==> src/rtl/alu_issue_ctrl_if.sv <==
// Instruction issue channel: valid/ready handshake carrying ALU op and register addresses.
interface alu_issue_ctrl_if #(
    parameter int unsigned SEL_W  = 3,
    parameter int unsigned ADDR_W = 2
);
    logic              valid;
    logic              ready;
    logic [SEL_W-1:0]  op;
    logic [ADDR_W-1:0] rd;
    logic [ADDR_W-1:0] rs;
    logic [ADDR_W-1:0] rt;

    modport master (output valid, op, rd, rs, rt, input ready);
    modport slave  (input valid, op, rd, rs, rt, output ready);
endinterface

==> src/rtl/alu_issue_ctrl.sv <==
// Issue/retire sequencer around eightbit_alu: reads operands from a small register file,
// drives the ALU, then writes the result back or reports a taken branch.
module alu_issue_ctrl #(
    parameter int unsigned DATA_W = 8,
    parameter int unsigned NREG   = 4,
    parameter int unsigned SEL_W  = 3,
    localparam int unsigned ADDR_W = (NREG > 1) ? $clog2(NREG) : 1
) (
    input  logic              clk,
    input  logic              rst,
    alu_issue_ctrl_if.slave   instr,
    input  logic              ld_en,
    input  logic [ADDR_W-1:0] ld_addr,
    input  logic [DATA_W-1:0] ld_data,
    input  logic [ADDR_W-1:0] rd_addr,
    output logic [DATA_W-1:0] rd_data,
    output logic [DATA_W-1:0] alu_a,
    output logic [DATA_W-1:0] alu_b,
    output logic [SEL_W-1:0]  alu_sel,
    input  logic [DATA_W-1:0] alu_f,
    input  logic              alu_ovf,
    input  logic              alu_take_branch,
    output logic              done,
    output logic              branch_taken,
    output logic              ovf_sticky,
    input  logic              ovf_clr,
    output logic [7:0]        retire_cnt
);

    typedef enum logic [1:0] {StIdle, StRead, StExec, StWb} state_e;

    state_e            state_q;
    logic [DATA_W-1:0] regs_q [NREG];
    logic [SEL_W-1:0]  op_q;
    logic [ADDR_W-1:0] rd_q, rs_q, rt_q;
    logic [DATA_W-1:0] f_q;
    logic              ovf_q, br_q;
    logic [DATA_W-1:0] alu_a_q, alu_b_q;
    logic [SEL_W-1:0]  alu_sel_q;
    logic              done_q, branch_taken_q, ovf_sticky_q;
    logic [7:0]        retire_cnt_q;
    logic              accept;

    // A pending load steals the slot, so the source never sees ready while ld_en is high.
    assign instr.ready = !rst && (state_q == StIdle) && !ld_en;
    assign accept      = instr.valid && instr.ready;

    always_comb begin
        rd_data = '0;
        if (rd_addr != '0) rd_data = regs_q[rd_addr];
    end

    assign alu_a        = alu_a_q;
    assign alu_b        = alu_b_q;
    assign alu_sel      = alu_sel_q;
    assign done         = done_q;
    assign branch_taken = branch_taken_q;
    assign ovf_sticky   = ovf_sticky_q;
    assign retire_cnt   = retire_cnt_q;

    always_ff @(posedge clk or posedge rst) begin
        if (rst) begin
            state_q        <= StIdle;
            for (int i = 0; i < NREG; i++) regs_q[i] <= '0;
            op_q           <= '0;
            rd_q           <= '0;
            rs_q           <= '0;
            rt_q           <= '0;
            f_q            <= '0;
            ovf_q          <= 1'b0;
            br_q           <= 1'b0;
            alu_a_q        <= '0;
            alu_b_q        <= '0;
            alu_sel_q      <= '0;
            done_q         <= 1'b0;
            branch_taken_q <= 1'b0;
            ovf_sticky_q   <= 1'b0;
            retire_cnt_q   <= '0;
        end else begin
            done_q         <= 1'b0;
            branch_taken_q <= 1'b0;
            // Clear first so a set from WB later in this block wins.
            if (ovf_clr) ovf_sticky_q <= 1'b0;

            case (state_q)
                StIdle: begin
                    if (ld_en) begin
                        if (ld_addr != '0) regs_q[ld_addr] <= ld_data;
                    end else if (accept) begin
                        op_q    <= instr.op;
                        rd_q    <= instr.rd;
                        rs_q    <= instr.rs;
                        rt_q    <= instr.rt;
                        state_q <= StRead;
                    end
                end
                StRead: begin
                    alu_a_q   <= (rs_q == '0) ? '0 : regs_q[rs_q];
                    alu_b_q   <= (rt_q == '0) ? '0 : regs_q[rt_q];
                    alu_sel_q <= op_q;
                    state_q   <= StExec;
                end
                StExec: begin
                    f_q            <= alu_f;
                    ovf_q          <= alu_ovf;
                    br_q           <= alu_take_branch;
                    done_q         <= 1'b1;
                    branch_taken_q <= alu_take_branch;
                    state_q        <= StWb;
                end
                StWb: begin
                    if (!br_q && (rd_q != '0)) regs_q[rd_q] <= f_q;
                    if (ovf_q) ovf_sticky_q <= 1'b1;
                    retire_cnt_q <= retire_cnt_q + 8'd1;
                    state_q      <= StIdle;
                end
                default: state_q <= StIdle;
            endcase
        end
    end

endmodule

==> src/flat_wrapper.sv <==
// flat-port wrapper written by rule: the top's interface ports become plain ports
module alu_issue_ctrl_flat 
#(
    parameter int unsigned DATA_W = 8,
    parameter int unsigned NREG   = 4,
    parameter int unsigned SEL_W  = 3,
    localparam int unsigned ADDR_W = (NREG > 1) ? $clog2(NREG) : 1
)
  (clk, rst, ld_en, ld_addr, ld_data, rd_addr, rd_data, alu_a, alu_b, alu_sel, alu_f, alu_ovf, alu_take_branch, done, branch_taken, ovf_sticky, ovf_clr, retire_cnt, instr_valid, instr_op, instr_rd, instr_rs, instr_rt, instr_ready);
  alu_issue_ctrl_if #(.SEL_W(SEL_W), .ADDR_W((2))) instr_i ();
  input  logic clk;
  input  logic rst;
  input  logic ld_en;
  input  logic [ADDR_W-1:0] ld_addr;
  input  logic [DATA_W-1:0] ld_data;
  input  logic [ADDR_W-1:0] rd_addr;
  output logic [DATA_W-1:0] rd_data;
  output logic [DATA_W-1:0] alu_a;
  output logic [DATA_W-1:0] alu_b;
  output logic [SEL_W-1:0] alu_sel;
  input  logic [DATA_W-1:0] alu_f;
  input  logic alu_ovf;
  input  logic alu_take_branch;
  output logic done;
  output logic branch_taken;
  output logic ovf_sticky;
  input  logic ovf_clr;
  output logic [7:0] retire_cnt;
  input wire logic [$bits(instr_i.valid)-1:0] instr_valid;
  input wire logic [$bits(instr_i.op)-1:0] instr_op;
  input wire logic [$bits(instr_i.rd)-1:0] instr_rd;
  input wire logic [$bits(instr_i.rs)-1:0] instr_rs;
  input wire logic [$bits(instr_i.rt)-1:0] instr_rt;
  output wire logic [$bits(instr_i.ready)-1:0] instr_ready;
  assign instr_i.valid = instr_valid;
  assign instr_i.op = instr_op;
  assign instr_i.rd = instr_rd;
  assign instr_i.rs = instr_rs;
  assign instr_i.rt = instr_rt;
  assign instr_ready = instr_i.ready;
  alu_issue_ctrl #(.DATA_W(DATA_W), .NREG(NREG), .SEL_W(SEL_W)) u_core (.clk(clk), .rst(rst), .instr(instr_i), .ld_en(ld_en), .ld_addr(ld_addr), .ld_data(ld_data), .rd_addr(rd_addr), .rd_data(rd_data), .alu_a(alu_a), .alu_b(alu_b), .alu_sel(alu_sel), .alu_f(alu_f), .alu_ovf(alu_ovf), .alu_take_branch(alu_take_branch), .done(done), .branch_taken(branch_taken), .ovf_sticky(ovf_sticky), .ovf_clr(ovf_clr), .retire_cnt(retire_cnt));
endmodule
==> config.mk <==
export PLATFORM = sky130hd
export DESIGN_NAME = alu_issue_ctrl_flat
export DESIGN_NICKNAME = d
export VERILOG_FILES = /design/src/rtl/alu_issue_ctrl_if.sv /design/src/rtl/alu_issue_ctrl.sv /design/src/flat_wrapper.sv
export SDC_FILE = /design/constraint.sdc
export NUM_CORES = 1
export LEC_CHECK = 0
export CELL_PAD_IN_SITES_DETAIL_PLACEMENT = 1
export CELL_PAD_IN_SITES_GLOBAL_PLACEMENT = 2
export CORE_MARGIN = 5
export CORE_UTILIZATION = 31
export DETAILED_ROUTE_END_ITERATION = 10
export GPL_ROUTABILITY_DRIVEN = 0
export PLACE_DENSITY = 0.81
export SYNTH_ARGS = -nofsm -noshare
export SYNTH_HDL_FRONTEND = slang
export SYNTH_SLANG_ARGS = --single-unit
==> constraint.sdc <==
create_clock -name clk -period 2.3 [get_ports clk]
set_input_delay 0.46 -clock clk [delete_from_list [all_inputs] [get_ports clk]]
set_output_delay 0.46 -clock clk [all_outputs]
set_load 0.05 [all_outputs]
==> impl_metrics.py <==
metrics = {
    "outcome": {
        "run_status": "finished, final reports clean",
    },
    "floorplan": {
        "design.portCount": 75,
        "die_width_um": 121,
        "initial_utilization": 0.316,
        "fp.coreArea_sq_um": 12000,
        "die_area_sq_um": 14500,
        "row_count": 40,
        "die_h_um": 121,
    },
    "detailed_routing": {
        "drt_iter0_markers": 100,
        "wl_per_cell_um": 17.7,
        "drt-total-wl_mm": 9.62,
        "drt_pre_antenna_iters": 4,
        "antenna_left": 0,
        "vias": 2758,
        "post-route-drc-count": 0,
        "drt-vias-per-instance": 5.08,
    },
    "synth": {
        "synth_area_sq_um": 3790,
        "seq_area_frac_synth": 0.495,
        "synth.ff_latch_count": 75,
        "synth_async_sr_flop_share": 1.00,
        "synth.yosys.warnings": 0,
        "post_synth.cell_area_avg_sq_um": 12.1,
        "synth_edf_count": 0,
        "synth_fp_nets": 356,
        "postSynthCellCount": 314,
        "synth_flop_cell": "sky130_fd_sc_hd__dfrtp_1",
        "netlist-cell-type-count": 37,
    },
    "cells_and_area": {
        "fillCellCount": 1281,
        "utilization": 0.429,
        "design_area_sq_um": 5150,
        "multiInputGateArea_sq_um": 1810,
        "final_layout_net_count": 434,
        "antenna-diode-count": 0,
        "sequential_cell_area_sq_um": 1880,
        "layout-drive-gt1-share": 0.303,
        "syn_to_final_growth_pct": 35.9,
    },
    "clock_tree": {
        "clkSinkCount": 75,
        "cts_inserted_buffers": 9,
        "tritoncts": "yes",
        "clock_insertion_delay_worst_skew_ns": 0.34,
        "clock_tree.buffer_depth": 2,
        "cts_hold_buf": 0,
        "root_buffer": "sky130_fd_sc_hd__clkbuf_16",
        "cts-htree-levels": 3,
        "post-cts-setup-buffers": 0,
        "clock_slew_seen_by_the_registers_of_the_worst_setup_and_hold_paths_ns": 0.06,
    },
    "grt": {
        "grt_first_pass_wirelength_mm": 16.2,
        "grt_antenna_before_repair": 0,
        "grt_start_max_net_pins": 33,
        "overflow": 0,
        "first_global_vias": 3028,
        "track_usage": 0.139,
    },
    "critical_path": {
        "data_required_time_of_the_critical_path_ns": 1.84,
        "ff2ff_path_depth": 5,
        "endpoint_kind": "output pin",
        "crit_arrival_ns": 1.82,
        "ff_to_ff_start": "u_core.state_q[0]",
        "critPathLaunchType": "input port",
        "critical_path_peak_fanout": 9,
        "critical_path.startpoint": "rd_addr[1]",
        "timing.critical_path.to": "rd_data[6]",
        "timing_worst_setup_path_type": "input port to output pin",
        "critical_path.reg2reg.endpoint": "u_core.regs_q[20]",
        "r2r_slack_ns": 0.25,
    },
    "sta": {
        "setup-tns-final_ns": 0,
        "final_critical_path_setup_slack_ns": 0.0247,
        "tightestPinTransition_ns": 0.555,
        "finalHoldViolCount": 0,
        "report.final.setup_viol": 0,
        "finClkSkew_ns": 0.00830,
        "final.period_utilization": 0.989,
        "drv_slew": 0,
        "final.min_clock_period_ns": 2.28,
        "worst_case_headroom_to_the_max_slew_limit": 0.628,
        "rsz0062_at_grt": "yes",
        "clock.fmax_mhz": 439,
    },
    "pwr": {
        "power.leakage_uw": 0.00221,
        "ir_worst_vdd_uv": 616,
        "power-per-cell-area_nw_per_um2": 1480,
    },
    "min_path": {
        "timing.hold.worst.class": "flop to flop",
    },
    "placement": {
        "dp_hpwl_mm": 7.36,
        "detailedPlace.worstSlack_ns": -0.102,
        "place.port_buffers": 74,
        "placed_area_sq_um": 4860,
    },
    "run": {
        "cap_viol_max_count": 0,
    },
}
==> flip-flops by register name, indices dropped and copies added (netlist names) <==
| signal | flops |
|---|---|
| u_core.regs_q | 24 |
| u_core.ovf_q | 1 |
| u_core.ovf_sticky | 1 |
| u_core.state_q | 2 |
| u_core.done | 1 |
| u_core.f_q | 8 |
| u_core.branch_taken | 1 |
| u_core.rt_q | 2 |
| u_core.br_q | 1 |
| u_core.alu_sel | 3 |
| u_core.op_q | 3 |
| u_core.rs_q | 2 |
| u_core.rd_q | 2 |
| u_core.retire_cnt | 8 |
| u_core.alu_a | 8 |
| u_core.alu_b | 8 |
==> cell usage in the layout, fill, tap and decap left out, types with 2 or more instances in the layout <==
master,Yosys,final
sky130_fd_sc_hd__a21oi_1,8,8
sky130_fd_sc_hd__a222oi_1,3,3
sky130_fd_sc_hd__a22o_1,32,30
sky130_fd_sc_hd__a22o_4,0,2
sky130_fd_sc_hd__a22oi_1,8,8
sky130_fd_sc_hd__a31oi_1,8,8
sky130_fd_sc_hd__and3_1,2,2
sky130_fd_sc_hd__and3b_1,3,3
sky130_fd_sc_hd__buf_12,0,11
sky130_fd_sc_hd__buf_4,2,14
sky130_fd_sc_hd__clkbuf_16,0,9
sky130_fd_sc_hd__clkdlybuf4s50_1,0,65
sky130_fd_sc_hd__clkinv_2,0,3
sky130_fd_sc_hd__clkinvlp_4,0,3
sky130_fd_sc_hd__dfrtp_1,75,75
sky130_fd_sc_hd__ha_1,6,6
sky130_fd_sc_hd__inv_1,5,4
sky130_fd_sc_hd__mux2_2,71,71
sky130_fd_sc_hd__nand2_1,11,11
sky130_fd_sc_hd__nand3b_1,11,11
sky130_fd_sc_hd__nand4_1,4,4
sky130_fd_sc_hd__nor2_1,18,18
sky130_fd_sc_hd__nor2b_1,2,2
sky130_fd_sc_hd__nor3b_2,1,2
sky130_fd_sc_hd__o21ai_0,2,2
sky130_fd_sc_hd__o31ai_1,2,2
sky130_fd_sc_hd__xnor2_1,4,4
sky130_fd_sc_hd__xor2_1,3,3
==> logic make-up after synthesis <==
group	count (synthesis)	synth area share
buffers and inverters	29	0.0356
XOR/XNOR	7	0.0162
AO/OA/AOI/OAI	66	0.134
AND/OR/NAND/NOR	60	0.0891
flip-flops	75	0.495
multiplexers	71	0.211
adder cells (fa/ha/maj)	6	0.0198
==> worst max-delay path: stages <==
cell and delay (ns):
sky130_fd_sc_hd__clkdlybuf4s50_1 0.47, sky130_fd_sc_hd__buf_6 0.14, sky130_fd_sc_hd__mux2_2 0.35, sky130_fd_sc_hd__a22o_4 0.24
sky130_fd_sc_hd__buf_12 0.15
==> stage by stage <==
step           hold WS [ns]  power [uW]  instances
5_1_grt               0.486        8130        543
6_report              0.475        7640        543
2_1_floorplan         0.449        5070        314
4_1_cts               0.476        7690        543
3_3_place_gp          0.460        6230        528
3_5_place_dp          0.457        6370        528
==> synth_stat cells (2+ instances only) <==
master	number	area share
sky130_fd_sc_hd__inv_1	5	0.0049
sky130_fd_sc_hd__clkbuf_1	15	0.015
sky130_fd_sc_hd__ha_1	6	0.020
sky130_fd_sc_hd__and3_1	2	0.0033
sky130_fd_sc_hd__buf_2	3	0.0040
sky130_fd_sc_hd__xnor2_1	4	0.0092
sky130_fd_sc_hd__and3b_1	3	0.0069
sky130_fd_sc_hd__a31oi_1	8	0.013
sky130_fd_sc_hd__nand4_1	4	0.0066
sky130_fd_sc_hd__dfrtp_1	75	0.49
sky130_fd_sc_hd__o21ai_0	2	0.0026
sky130_fd_sc_hd__a22o_1	32	0.074
sky130_fd_sc_hd__nor2_1	18	0.018
sky130_fd_sc_hd__a22oi_1	8	0.016
sky130_fd_sc_hd__mux2_2	71	0.21
sky130_fd_sc_hd__nor2b_1	2	0.0033
sky130_fd_sc_hd__xor2_1	3	0.0069
sky130_fd_sc_hd__buf_4	2	0.0040
sky130_fd_sc_hd__a222oi_1	3	0.0079
sky130_fd_sc_hd__o31ai_1	2	0.0040
sky130_fd_sc_hd__nand3b_1	11	0.022
sky130_fd_sc_hd__buf_6	2	0.0059
sky130_fd_sc_hd__a21oi_1	8	0.011
sky130_fd_sc_hd__nand2_1	11	0.011
sky130_fd_sc_hd__buf_1	2	0.0020
==> area by class of cell <==
| type | count | share of cell area |
|---|---|---|
| clock inverter | 5 | 0.00583 |
| inverter | 5 | 0.00437 |
| clock buffer | 10 | 0.0464 |
| sequential | 75 | 0.364 |
| timing repair buffer | 91 | 0.192 |
| multi-input combinational | 210 | 0.352 |
| tap | 147 | 0.0357 |
==> power breakdown <==
group,switching (uW),total [uW],internal [uW]
clock network,532,1280,746
registers,681,2630,1950
logic,2020,3730,1700
==> metal layers <==
layer / up-vias / wire (um) / global-route usage
met1: 1373 / 4300 / 0.177
met5: - / 0 / 0
met3: 9 / 592 / 0.0510
li1: 1319 / - / -
met4: 0 / 75 / 0.0297
met2: 57 / 4660 / 0.228
==> worst min-delay path by stage <==
stage / startpoint / slack (ns) / to / cells past startpoint
finish: u_core.retire_cnt[7] / 0.48 / u_core.retire_cnt[7] / 1
detailed placement: u_core.retire_cnt[7] / 0.46 / u_core.retire_cnt[7] / 1
CTS: u_core.retire_cnt[7] / 0.48 / u_core.retire_cnt[7] / 1
global route: u_core.retire_cnt[7] / 0.49 / u_core.retire_cnt[7] / 1
global placement: u_core.retire_cnt[7] / 0.46 / u_core.retire_cnt[7] / 1
floorplan: u_core.ovf_q / 0.45 / u_core.ovf_sticky / 2
==> timing repair <==
| action | CTS | global route |
|---|---|---|
| hold endpoints to repair | 0 | 0 |
| setup endpoints to repair | 1 | 8 |
| gates resized for setup | 1 | 3 |
No activity file was read; power rests on OpenSTA's default activity.
